==> config.mk <==
export PLATFORM = sky130hd
export DESIGN_NAME = bcnn_conv_sequencer
export DESIGN_NICKNAME = d
export VERILOG_FILES = /design/src/rtl/bcnn_pkg.sv /design/src/rtl/bcnn_conv4x4_core.sv /design/src/rtl/bcnn_conv_sequencer.sv
export SDC_FILE = /design/constraint.sdc
export NUM_CORES = 1
export LEC_CHECK = 0
export ABC_AREA = 1
export CORE_ASPECT_RATIO = 0.8
export CORE_MARGIN = 2
export CORE_UTILIZATION = 49
export DETAILED_ROUTE_END_ITERATION = 10
export PLACE_DENSITY = 0.87
export SYNTH_ARGS = -nofsm -noshare
export SYNTH_HDL_FRONTEND = slang
export SYNTH_SLANG_ARGS = --single-unit
==> constraint.sdc <==
create_clock -name clk -period 3.69 [get_ports clk]
set_input_delay 0.738 -clock clk [delete_from_list [all_inputs] [get_ports clk]]
set_output_delay 0.738 -clock clk [all_outputs]
set_load 0.02 [all_outputs]
==> src/rtl/bcnn_pkg.sv <==
// bcnn_pkg: shared types and constants for the binary CNN run sequencer.
// Holds the sequencer state enum, the header address, the popcount threshold
// and the base bit offsets of the four 3x3 windows inside a 4x4 matrix.
package bcnn_pkg;

  typedef enum logic [2:0] {
    IDLE  = 3'd0,
    HDR   = 3'd1,
    HDR_D = 3'd2,
    RD    = 3'd3,
    RD_D  = 3'd4,
    CMP   = 3'd5,
    WR    = 3'd6
  } seq_state_t;

  localparam logic [11:0] HDR_ADDR   = 12'h000;
  localparam logic [3:0]  POP_THRESH = 4'd5;

  // Window base offsets packed LSB-first: window 0 -> 0, 1 -> 1, 2 -> 4, 3 -> 5.
  localparam logic [15:0] WIN_BASE = {4'd5, 4'd4, 4'd1, 4'd0};

  function automatic logic [3:0] win_base(input logic [1:0] j);
    return WIN_BASE[{j, 2'b00} +: 4];
  endfunction

endpackage

==> src/rtl/bcnn_conv4x4_core.sv <==
// bcnn_conv4x4_core: combinational XNOR/popcount convolution of a 4x4 binary
// matrix with a 3x3 binary kernel, producing the four valid-window outputs.
// Ports:
//   in  [15:0] : matrix, bit r*4+c = element (r,c)
//   w   [8:0]  : kernel, bit r*3+c = tap (r,c)
//   res [3:0]  : res[j] = 1 when window j matches the kernel in >= 5 taps
module bcnn_conv4x4_core
  import bcnn_pkg::*;
(
  input  logic [15:0] in,
  input  logic [8:0]  w,
  output logic [3:0]  res
);

  // Count of matching taps for one window; the result fits in 4 bits (0..9).
  function automatic logic [3:0] win_count(input logic [15:0] in_v,
                                           input logic [8:0]  w_v,
                                           input logic [1:0]  j);
    logic [3:0] cnt;
    logic [3:0] idx;
    cnt = 4'd0;
    for (int r = 0; r < 3; r++) begin
      for (int c = 0; c < 3; c++) begin
        idx = win_base(j) + 4'(r * 4 + c);
        cnt = cnt + {3'b000, ~(in_v[idx] ^ w_v[4'(r * 3 + c)])};
      end
    end
    return cnt;
  endfunction

  for (genvar j = 0; j < 4; j++) begin : g_win
    assign res[j] = (win_count(in, w, 2'(j)) >= POP_THRESH);
  end

endmodule

==> src/rtl/bcnn_conv_sequencer.sv <==
// bcnn_conv_sequencer: run-level controller for the single-stage binary CNN.
// On dut_run it reads the kernel from WMEM[0] and the matrix count N from
// SRAM[0], then for each matrix i reads SRAM[1+i], convolves it and writes
// the 4-bit result to SRAM[OUT_BASE+i]. All outputs come straight from flops.
// Ports:
//   clk, reset_b                    : clock, async active-low reset
//   dut_run / dut_busy              : start request / job in progress
//   dut_sram_read_address, sram_dut_read_data   : SRAM read port (1-cycle latency)
//   dut_wmem_read_address, wmem_dut_read_data   : WMEM read port (1-cycle latency)
//   dut_sram_write_address/_data/_enable         : SRAM write port
module bcnn_conv_sequencer
  import bcnn_pkg::*;
#(
  parameter logic [11:0] OUT_BASE = 12'h800
) (
  input  logic        clk,
  input  logic        reset_b,
  input  logic        dut_run,
  output logic        dut_busy,
  output logic [11:0] dut_sram_read_address,
  input  logic [15:0] sram_dut_read_data,
  output logic [11:0] dut_wmem_read_address,
  input  logic [15:0] wmem_dut_read_data,
  output logic [11:0] dut_sram_write_address,
  output logic [15:0] dut_sram_write_data,
  output logic        dut_sram_write_enable
);

  seq_state_t  state_q, state_d;
  logic [10:0] i_q, i_d;
  logic [10:0] n_q, n_d;
  logic [8:0]  w_q, w_d;
  logic [15:0] in_q, in_d;
  logic [3:0]  res_q, res_d;
  logic        busy_q, busy_d;
  logic [11:0] rd_addr_q, rd_addr_d;
  logic [11:0] wm_addr_q, wm_addr_d;
  logic [11:0] wr_addr_q, wr_addr_d;
  logic [15:0] wr_data_q, wr_data_d;
  logic        we_q, we_d;
  logic [3:0]  core_res;
  logic [10:0] i_inc;

  bcnn_conv4x4_core u_core (
    .in  (in_q),
    .w   (w_q),
    .res (core_res)
  );

  // Next-state, counter and output-register computation.
  always_comb begin
    state_d   = state_q;
    i_d       = i_q;
    n_d       = n_q;
    w_d       = w_q;
    in_d      = in_q;
    res_d     = res_q;
    rd_addr_d = rd_addr_q;
    wm_addr_d = wm_addr_q;
    wr_addr_d = wr_addr_q;
    wr_data_d = wr_data_q;
    we_d      = 1'b0;
    i_inc     = i_q + 11'd1;

    case (state_q)
      IDLE: begin
        if (dut_run) begin
          state_d   = HDR;
          rd_addr_d = HDR_ADDR;
          wm_addr_d = HDR_ADDR;
        end else begin
          state_d = IDLE;
        end
      end
      HDR: state_d = HDR_D;
      HDR_D: begin
        // Header data is on the read buses this cycle; N comes straight off
        // SRAM so an empty job can exit without a spare cycle.
        w_d = wmem_dut_read_data[8:0];
        n_d = sram_dut_read_data[10:0];
        i_d = 11'd0;
        if (sram_dut_read_data[10:0] == 11'd0) begin
          state_d = IDLE;
        end else begin
          state_d   = RD;
          rd_addr_d = 12'd1;
        end
      end
      RD: state_d = RD_D;
      RD_D: begin
        in_d    = sram_dut_read_data;
        state_d = CMP;
      end
      CMP: begin
        // The write port is loaded here so the strobe and data are registered
        // and visible exactly during the WR cycle.
        res_d     = core_res;
        wr_data_d = {12'h000, core_res};
        wr_addr_d = OUT_BASE + {1'b0, i_q};
        we_d      = 1'b1;
        state_d   = WR;
      end
      WR: begin
        i_d = i_inc;
        if (i_inc == n_q) begin
          state_d = IDLE;
        end else begin
          state_d   = RD;
          rd_addr_d = 12'd1 + {1'b0, i_inc};
        end
      end
      default: state_d = IDLE;
    endcase

    busy_d = (state_d != IDLE);
  end

  // State and datapath registers.
  always_ff @(posedge clk or negedge reset_b) begin
    if (!reset_b) begin
      state_q   <= IDLE;
      i_q       <= 11'd0;
      n_q       <= 11'd0;
      w_q       <= 9'd0;
      in_q      <= 16'd0;
      res_q     <= 4'd0;
      busy_q    <= 1'b0;
      rd_addr_q <= 12'd0;
      wm_addr_q <= 12'd0;
      wr_addr_q <= 12'd0;
      wr_data_q <= 16'd0;
      we_q      <= 1'b0;
    end else begin
      state_q   <= state_d;
      i_q       <= i_d;
      n_q       <= n_d;
      w_q       <= w_d;
      in_q      <= in_d;
      res_q     <= res_d;
      busy_q    <= busy_d;
      rd_addr_q <= rd_addr_d;
      wm_addr_q <= wm_addr_d;
      wr_addr_q <= wr_addr_d;
      wr_data_q <= wr_data_d;
      we_q      <= we_d;
    end
  end

  assign dut_busy               = busy_q;
  assign dut_sram_read_address  = rd_addr_q;
  assign dut_wmem_read_address  = wm_addr_q;
  assign dut_sram_write_address = wr_addr_q;
  assign dut_sram_write_data    = wr_data_q;
  assign dut_sram_write_enable  = we_q;

endmodule

Yosys cells after proc, flatten, opt, wreduce, memory -nomap -nowiden
Cells that the tools add are included.
{"block": "word_totals", "ff_bits": 78, "inputBits": 35, "out_inout_bits": 54}
{"block": "classes", "add_sub_neg": 35, "n_lt_le_gt_ge": 4, "n_eq_ne": 10, "mux": 10, "n_bitwise": 64, "n_reduce_logical": 6}
{"operator": "adder 4 x 1 -> 4 bit", "count": 24}
{"operator": "2-to-1 mux 12 bit", "count": 3}
{"operator": "one-hot mux 12 bit (3 select lines)", "count": 1}
{"operator": "inverter 1 bit", "count": 32}
{"operator": "XOR 1 bit", "count": 32}
{"operator": "one-hot mux 11 bit (2 select lines)", "count": 1}
{"operator": "one-hot mux 3 bit (7 select lines)", "count": 1}
{"operator": "adder 4 x 1 -> 4 bit, second input constant", "count": 4}
{"operator": "greater-or-equal comparator 4 x 3 -> 1 bit, second input constant", "count": 4}
{"operator": "adder 1 x 11 -> 12 bit, first input constant", "count": 1}
{"operator": "adder 12 x 11 -> 12 bit, first input constant", "count": 1}
{"operator": "adder 11 x 1 -> 11 bit, second input constant", "count": 1}
{"operator": "equality test 11 bit", "count": 1}
{"operator": "logical NOT 11 bit", "count": 1}
{"operator": "equality test 3 bit, second input constant", "count": 3}
{"operator": "adder 1 x 1 -> 2 bit", "count": 4}
{"operator": "equality test 3 x 2 -> 1 bit, second input constant", "count": 2}
{"operator": "inequality test 2 bit, second input constant", "count": 3}
{"operator": "nonzero test 3 bit", "count": 2}
{"operator": "2-to-1 mux 2 bit", "count": 2}
{"operator": "AND reduction 4 bit", "count": 1}
{"operator": "equality test 3 x 1 -> 1 bit, second input constant", "count": 1}
{"operator": "logical NOT 3 bit", "count": 1}
{"operator": "2-to-1 mux 1 bit", "count": 2}
{"operator": "nonzero test 2 bit", "count": 1}

Logic depth before layout (Yosys ltp)
Gate-level depths: netlist (run 1).
{"block": "logic_depth", "ltp_word": 11, "ltp_mapped": 16}

Cells and area by module
Synthesis (run 1) repeated with hierarchy kept, for this count alone.
{"block": "hier_totals", "hier_cells": 627, "hier_area_um2": 4979.8}
{"mod": "bcnn_conv_sequencer", "n_inst": 1, "cells_each": 499, "area_per_inst_um2": 3973.8}
{"mod": "bcnn_conv4x4_core", "n_inst": 1, "cells_each": 128, "area_per_inst_um2": 1006.0}

Worst setup path after synthesis (run 1)
Ideal clock, no wire load.
{"block": "synth_timing", "path_type": "reg2reg", "start": "register w_q[1]", "end": "register wr_data_q[0], in the netlist dut_sram_write_data[0]", "setup_ns": 0.120, "arrival_ns": 3.326, "required_time_ns": 3.570, "setup_slack_ns": 0.245, "stages_incl_launch_ff": 17, "synth_period_minus_slack_ns": 3.445, "cell_sequence": "dfrtp_1 -> clkbuf_1 -> xnor2_1 -> ha_1 -> inv_1 -> ha_1 -> fa_1 -> fa_1 -> inv_1 -> ha_1 -> inv_1 -> fa_1 -> inv_1 -> o21ai_0 -> o221ai_1 -> o21ai_0 -> inv_1"}
{"block": "synth_between", "elab_chain_len": 11}
{"item": "from (decl)", "line": "bcnn_conv_sequencer.sv:32", "source": "logic [8:0] w_q, w_d;"}
{"item": "from (signal assigned)", "line": "bcnn_conv_sequencer.sv:137", "source": "w_q <= w_d;"}
{"item": "XOR 1 bit", "line": "bcnn_conv4x4_core.sv:25", "source": "cnt = cnt + {3'b000, ~(in_v[idx] ^ w_v[4'(r * 3 + c)])};"}
{"item": "inverter 1 bit", "line": "bcnn_conv4x4_core.sv:25"}
{"item": "adder 1 x 1 -> 2 bit", "line": "bcnn_conv4x4_core.sv:25"}
{"item": "adder 4 x 1 -> 4 bit (7 in a row)", "line": "bcnn_conv4x4_core.sv:25"}
{"item": "greater-or-equal comparator 4 x 3 -> 1 bit", "line": "bcnn_conv4x4_core.sv:32", "source": "assign res[j] = (win_count(in, w, 2'(j)) >= POP_THRESH);"}
{"item": "to (signal assigned)", "line": "bcnn_conv_sequencer.sv:144", "source": "wr_data_q <= wr_data_d;"}
{"item": "to (decl)", "line": "bcnn_conv_sequencer.sv:39", "source": "logic [15:0] wr_data_q, wr_data_d;"}
Every way passes these cells.
A chain may end at the register's enable or synchronous reset.

Final worst setup path (run 1)
{"block": "layout_timing", "start": "register w_q[1]", "end": "register wr_data_q[1], in the netlist dut_sram_write_data[1]"}
The elaborated chain is that of the path after synthesis.

==> impl_metrics.tcl, run 1 <==
set metrics [dict create \
    outcome "finished, final reports clean" \
    path_buf_inv 5 \
    drt_iter0_drc 316 \
    max_freq_mhz 283 \
    fin_tns_setup_ns 0 \
    routed_wl_um 11600 \
    grt_pass1_wl_um 19600 \
    synth_cells 616 \
    synth_cell_types 32 \
    grtUsageTotal 0.219 \
    synth_top_cell_area_share 0.382 \
    grt_setup_unrepaired "true" \
    hold_violations 0 \
    ys_seq_area_frac 0.382 \
    synth_warnings 0 \
    drtPass1Iterations 5 \
    path_cells "xnor2_1 -> ha_1 -> inv_1 -> ha_1 -> fa_1 -> fa_1 -> inv_1 -> ha_1 -> inv_1 -> fa_1 -> inv_1 -> o21ai_2 -> o221ai_2 -> o21ai_1 -> inv_1" \
    finalCritPeriodShare 0.959 \
    synthTopCellsByArea "dfrtp_1, nand2_1, ha_1" \
    worstSetupStartpointType "register" \
    critPathMaxFanout 5 \
    dieHeight_um 95.4 \
    critPathSlowestCell "dfrtp_2" \
    ir_drop_mv 0.182 \
    cts_tree "yes" \
    synth_flop_cell "dfrtp_1" \
    gp_congestion 0.991 \
    fin_nets 744 \
    ctsHoldBuffers 0 \
    crit_path_max_incr_delay_ns 0.49 \
    final_cells 808 \
    syn-cell-area_um2 5110 \
    drv_cap 0 \
    top_usage_layer "met2" \
    final_max_slew_viol_count 0 \
    dieArea_um2 11300 \
    netlist_top_cells_count "nand2_1, dfrtp_1, inv_1" \
    start_util 0.501 \
    yosysTopAreaCell "dfrtp_1" \
    globalRouteMet2Util 0.355 \
    ios 89 \
    async_flop_share 1.00 \
    areaGrowthSynthToFinish_pct 17.9 \
    wl_per_cell_um 14.4 \
    use_met1 0.294 \
    diodes 0 \
    synth.most_common_cell "nand2_1" \
    ant_nets 0 \
    vias 4172 \
    num_rows 33 \
    drive_gt1_frac 0.111 \
    synth_edf_count 0 \
    die_w_um 118 \
    htreeDepth 3 \
    cts_root_buffer "clkbuf_16" \
    p_leak_nw 2.84 \
    core_um2 10200 \
    fin_crit_ns 3.54 \
    hp-class "reg -> reg" \
    dp_cells 792 \
    drc 0 \
    fin_skew_ns 0.0110 \
    critical_path_class "reg -> reg" \
    synth_area_per_cell_um2 8.30 \
    ys_seq_elements 78 \
    viasPerCell 5.16 \
    worstPathRequired_ns 3.91 \
    crit_path_frequent_cell "inv_1" \
    cp.arrival_ns 3.76 \
    slew-limit-headroom 0.338 \
    grt.overflow.total 0 \
    io_buffers 55 \
    worst_setup_path_end_kind "register" \
    clk_latency_ns 0.34 \
    power_density_nw_per_um2 363 \
    dp_hpwl_um 8750 \
    use_met3 0.0401 \
    finalSetupViolations 0 \
    worst_pin_slew_ns 0.993 \
    grt_max_degree 79 \
    cts_max_path_buffers 2 \
    numClockSinks 78 \
    antenna_found_initial 0 \
    ff2ff_setup_slack_ns 0.15 \
    first_global_vias 4242 \
    cts_made_buffers 9 \
    postCtsSetupBuffers 0 \
    crit_family "adder cells" \
    clk_pin_slew_ns 0.06 \
]
## registers in the layout (all words and copies together) (netlist names)
name and cells:
dut_busy 1, dut_sram_read_address 12, dut_sram_write_address 12, dut_sram_write_data 4, dut_sram_write_enable 1, i_q 11, in_q 15, n_q 11
state_q 3, w_q 8
## cell families (layout without fill, tap and decap cells)
logic type                 Yosys count  count (layout)  share of synthesized area
and+or+nand+nor                    252             252                      0.211
buffers and inverters              128             157                      0.114
DFF                                 78              78                      0.382
AOI/OAI and AO/OA                   64              64                     0.0688
adders and majority gates           46              46                      0.136
xor gates and xnor gates            34              34                     0.0582
muxes                               13              13                     0.0286
other                                1              24                   0.000734
## worst paths after layout
path	from	depth (start not counted)	endpoint
min in group asynchronous	reset_b	1	dut_sram_read_address[10]
worst min register to register	dut_sram_write_address[11]	1	dut_sram_write_address[11]
worst max-delay path	w_q[1]	15	dut_sram_write_data[1]
max in group asynchronous	reset_b	1	w_q[0]
worst min-delay path	dut_sram_write_address[11]	1	dut_sram_write_address[11]
worst max register to register	w_q[1]	15	dut_sram_write_data[1]
## per-stage QoR
stage	power [mW]	instance area, um2	setup WS, ns	hold WS, ns	util
after floorplan	1.21	5200	0.245	0.442	-
after global placement	1.31	5680	0.159	0.455	0.557
after detailed placement	1.35	5680	0.0391	0.462	0.557
after CTS	2.18	5960	0.00436	0.475	0.584
after global routing	2.29	6030	-0.000833	0.492	0.591
final	2.19	6030	0.152	0.469	0.591
## cell usage in the layout, fill, tap and decap left out, types with 14 or more instances in the layout
cell / instances
nand3_1: 26
fa_1: 16
xor2_1: 22
ha_1: 26
nor2_1: 38
nand2_1: 156
dfrtp_1: 76
clkdlybuf4s50_1: 54
conb_1: 24
inv_1: 73
a21oi_1: 14
o21ai_0: 28
## power by group
part           internal (mW)  switching, mW  leakage (nW)
clock network          0.459          0.368         0.129
registers              0.886         0.0236         0.888
logic                  0.199          0.251          1.82
## metal layers
layer  vias to the layer above  wire length [um]
met4                         0               267
met1                      2028              5210
met2                       143              5370
met5                         -                 0
met3                        23               790
li1                       1978                 -
## worst register-to-register path: stages (launching register included)
cell	delay, ns
dfrtp_2	0.49
xnor2_1	0.17
ha_1	0.30
inv_1	0.04
ha_1	0.29
fa_1	0.47
fa_1	0.48
inv_1	0.07
ha_1	0.16
inv_1	0.05
fa_1	0.47
inv_1	0.05
o21ai_2	0.14
o221ai_2	0.11
o21ai_1	0.08
inv_1	0.05
## timing repair
action,4_1_cts,5_1_grt
resized for setup,1,20
endpoints found under the setup margin,2,4
pin swaps,1,9
## cell type report
class	instances	area, um2
tap	140	175
clock inverter	6	46.3
sequential	78	1950
inverter	80	300
fill	871	4170
timing repair buffer	61	593
multi-input combinational	433	2730
clock buffer	10	229
No activity file was read; power rests on OpenSTA's default activity.
==> inputs of run 2 (changes only) <==
Settings changed: CORE_ASPECT_RATIO 0.8 to 1.2.
==> impl_metrics.tcl, run 2 (synthesis gave the netlist of run 1 again) <==
set metrics [dict create \
    cts_root_buffer "clkbuf_16" \
    areaGrowthSynthToFinish_pct 18.8 \
    drv_cap 0 \
    rr_worst_depth 15 \
    fin_nets 750 \
    clk_pin_slew_ns 0.06 \
    cts_max_path_buffers 2 \
    fin_tns_setup_ns 0 \
    finalPower_mw 2.28 \
    drt_iter0_drc 367 \
    critical_path_class "reg -> reg" \
    first_global_vias 4047 \
    dieHeight_um 116 \
    die_w_um 97.2 \
    p_leak_nw 2.88 \
    worstPathRequired_ns 3.93 \
    fillCellCount 837 \
    cts_made_buffers 9 \
    antenna_found_initial 0 \
    gp_congestion 0.881 \
    diodes 0 \
    worst_pin_slew_ns 0.993 \
    worstSetupStartpointType "register" \
    wl_per_cell_um 15.0 \
    cp.arrival_ns 3.81 \
    dieArea_um2 11300 \
    ctsHoldBuffers 0 \
    hold_violations 0 \
    slew-limit-headroom 0.338 \
    io_buffers 55 \
    drc 0 \
    core_um2 10100 \
    multi_input_area_um2 2710 \
    finalSetupViolations 0 \
    clk_latency_ns 0.35 \
    vias 4221 \
    dp_hpwl_um 8440 \
    final_max_slew_viol_count 0 \
    power_density_nw_per_um2 376 \
    final_common_cell "nand2_1" \
    critPathMaxFanout 4 \
    fin_crit_ns 3.57 \
    mostFrequentLayoutCells "nand2_1, dfrtp_1, inv_1, clkdlybuf4s50_1, nor2_1" \
    hold_depth 1 \
    hold_slack_ns 0.478 \
    worst_setup_path_end_kind "register" \
    stdcell_area_um2 6070 \
    ir_drop_mv 0.231 \
    htreeDepth 3 \
    routed_wl_um 12000 \
    grt_max_degree 79 \
    regArea_um2 1960 \
    start_util 0.506 \
    outcome "finished, final reports clean" \
    viasPerCell 5.28 \
    drive_gt1_frac 0.117 \
    grt_pass1_wl_um 19100 \
    num_rows 40 \
    grtUsageTotal 0.211 \
    ios 89 \
    largest_reg_flops 15 \
    hp-class "reg -> reg" \
    cts_tree "yes" \
    top_register "in_q" \
    grt.overflow.total 0 \
    fin_skew_ns 0.00711 \
    ant_nets 0 \
    finalCritPeriodShare 0.968 \
    drtPass1Iterations 5 \
    dpl-instance-area_um2 5670 \
    max_freq_mhz 280 \
    numClockSinks 78 \
]
==> run 2: path summary, 6_finish.rpt <==
kind	start	end	slack [ns]
worst max-delay path	w_q[1]	dut_sram_write_data[0]	0.12
worst min-delay path	dut_sram_write_address[11]	dut_sram_write_address[11]	0.48
worst max register to register	w_q[1]	dut_sram_write_data[0]	0.12
worst min register to register	dut_sram_write_address[11]	dut_sram_write_address[11]	0.48
max in group asynchronous	reset_b	w_q[1]	2.43
min in group asynchronous	reset_b	dut_sram_write_address[9]	0.53
==> run 2: power breakdown <==
part | total, mW | switching, mW | leakage, nW | internal, mW
registers | 0.908 | 0.0222 | 0.887 | 0.886
logic | 0.456 | 0.258 | 1.85 | 0.198
clock network | 0.918 | 0.383 | 0.149 | 0.534
total | 2.28 | 0.664 | 2.88 | 1.62
==> run 2: stage by stage <==
step                 util  setup slack (ns)  cells
floorplan               -             0.245    639
global placement    0.560            0.0816    778
detailed placement  0.560           -0.0753    778
CTS                 0.594           0.00384    798
global route        0.601           -0.0178    800
finish              0.601             0.118    800
==> run 2: final cells by class <==
cell class              count  share of cell area
inverters                  80              0.0494
clock buffers               9              0.0371
multi-input cells         433               0.447
well taps                 126              0.0260
repair buffers             67               0.106
clock inverters             7              0.0132
flip-flops and latches     78               0.322
==> run 2: layer usage <==
metal	routed length, um	up-vias	GRT usage	part of all wire
li1	-	1990	-	-
met1	4960	2000	0.267	0.41
met2	5850	198	0.350	0.49
met5	0	-	0	0
met3	824	33	0.0446	0.068
met4	391	0	0.106	0.033
==> run 2: timing repair <==
action	in CTS	in global routing
resized for setup	3	16
cloned	0	0
pin swaps	3	9
setup buffers	4	2
endpoints found under the setup margin	1	4
==> run 2: worst max-delay path: stages, from the launching register on <==
cell and delay (ns):
dfrtp_2 0.45, xnor2_1 0.15, ha_1 0.28, inv_1 0.04
ha_1 0.30, fa_1 0.48, fa_1 0.49, inv_1 0.07
ha_1 0.18, inv_1 0.07, fa_1 0.48, inv_1 0.05
o21ai_2 0.14, o221ai_2 0.14, o21ai_1 0.10, inv_1 0.05
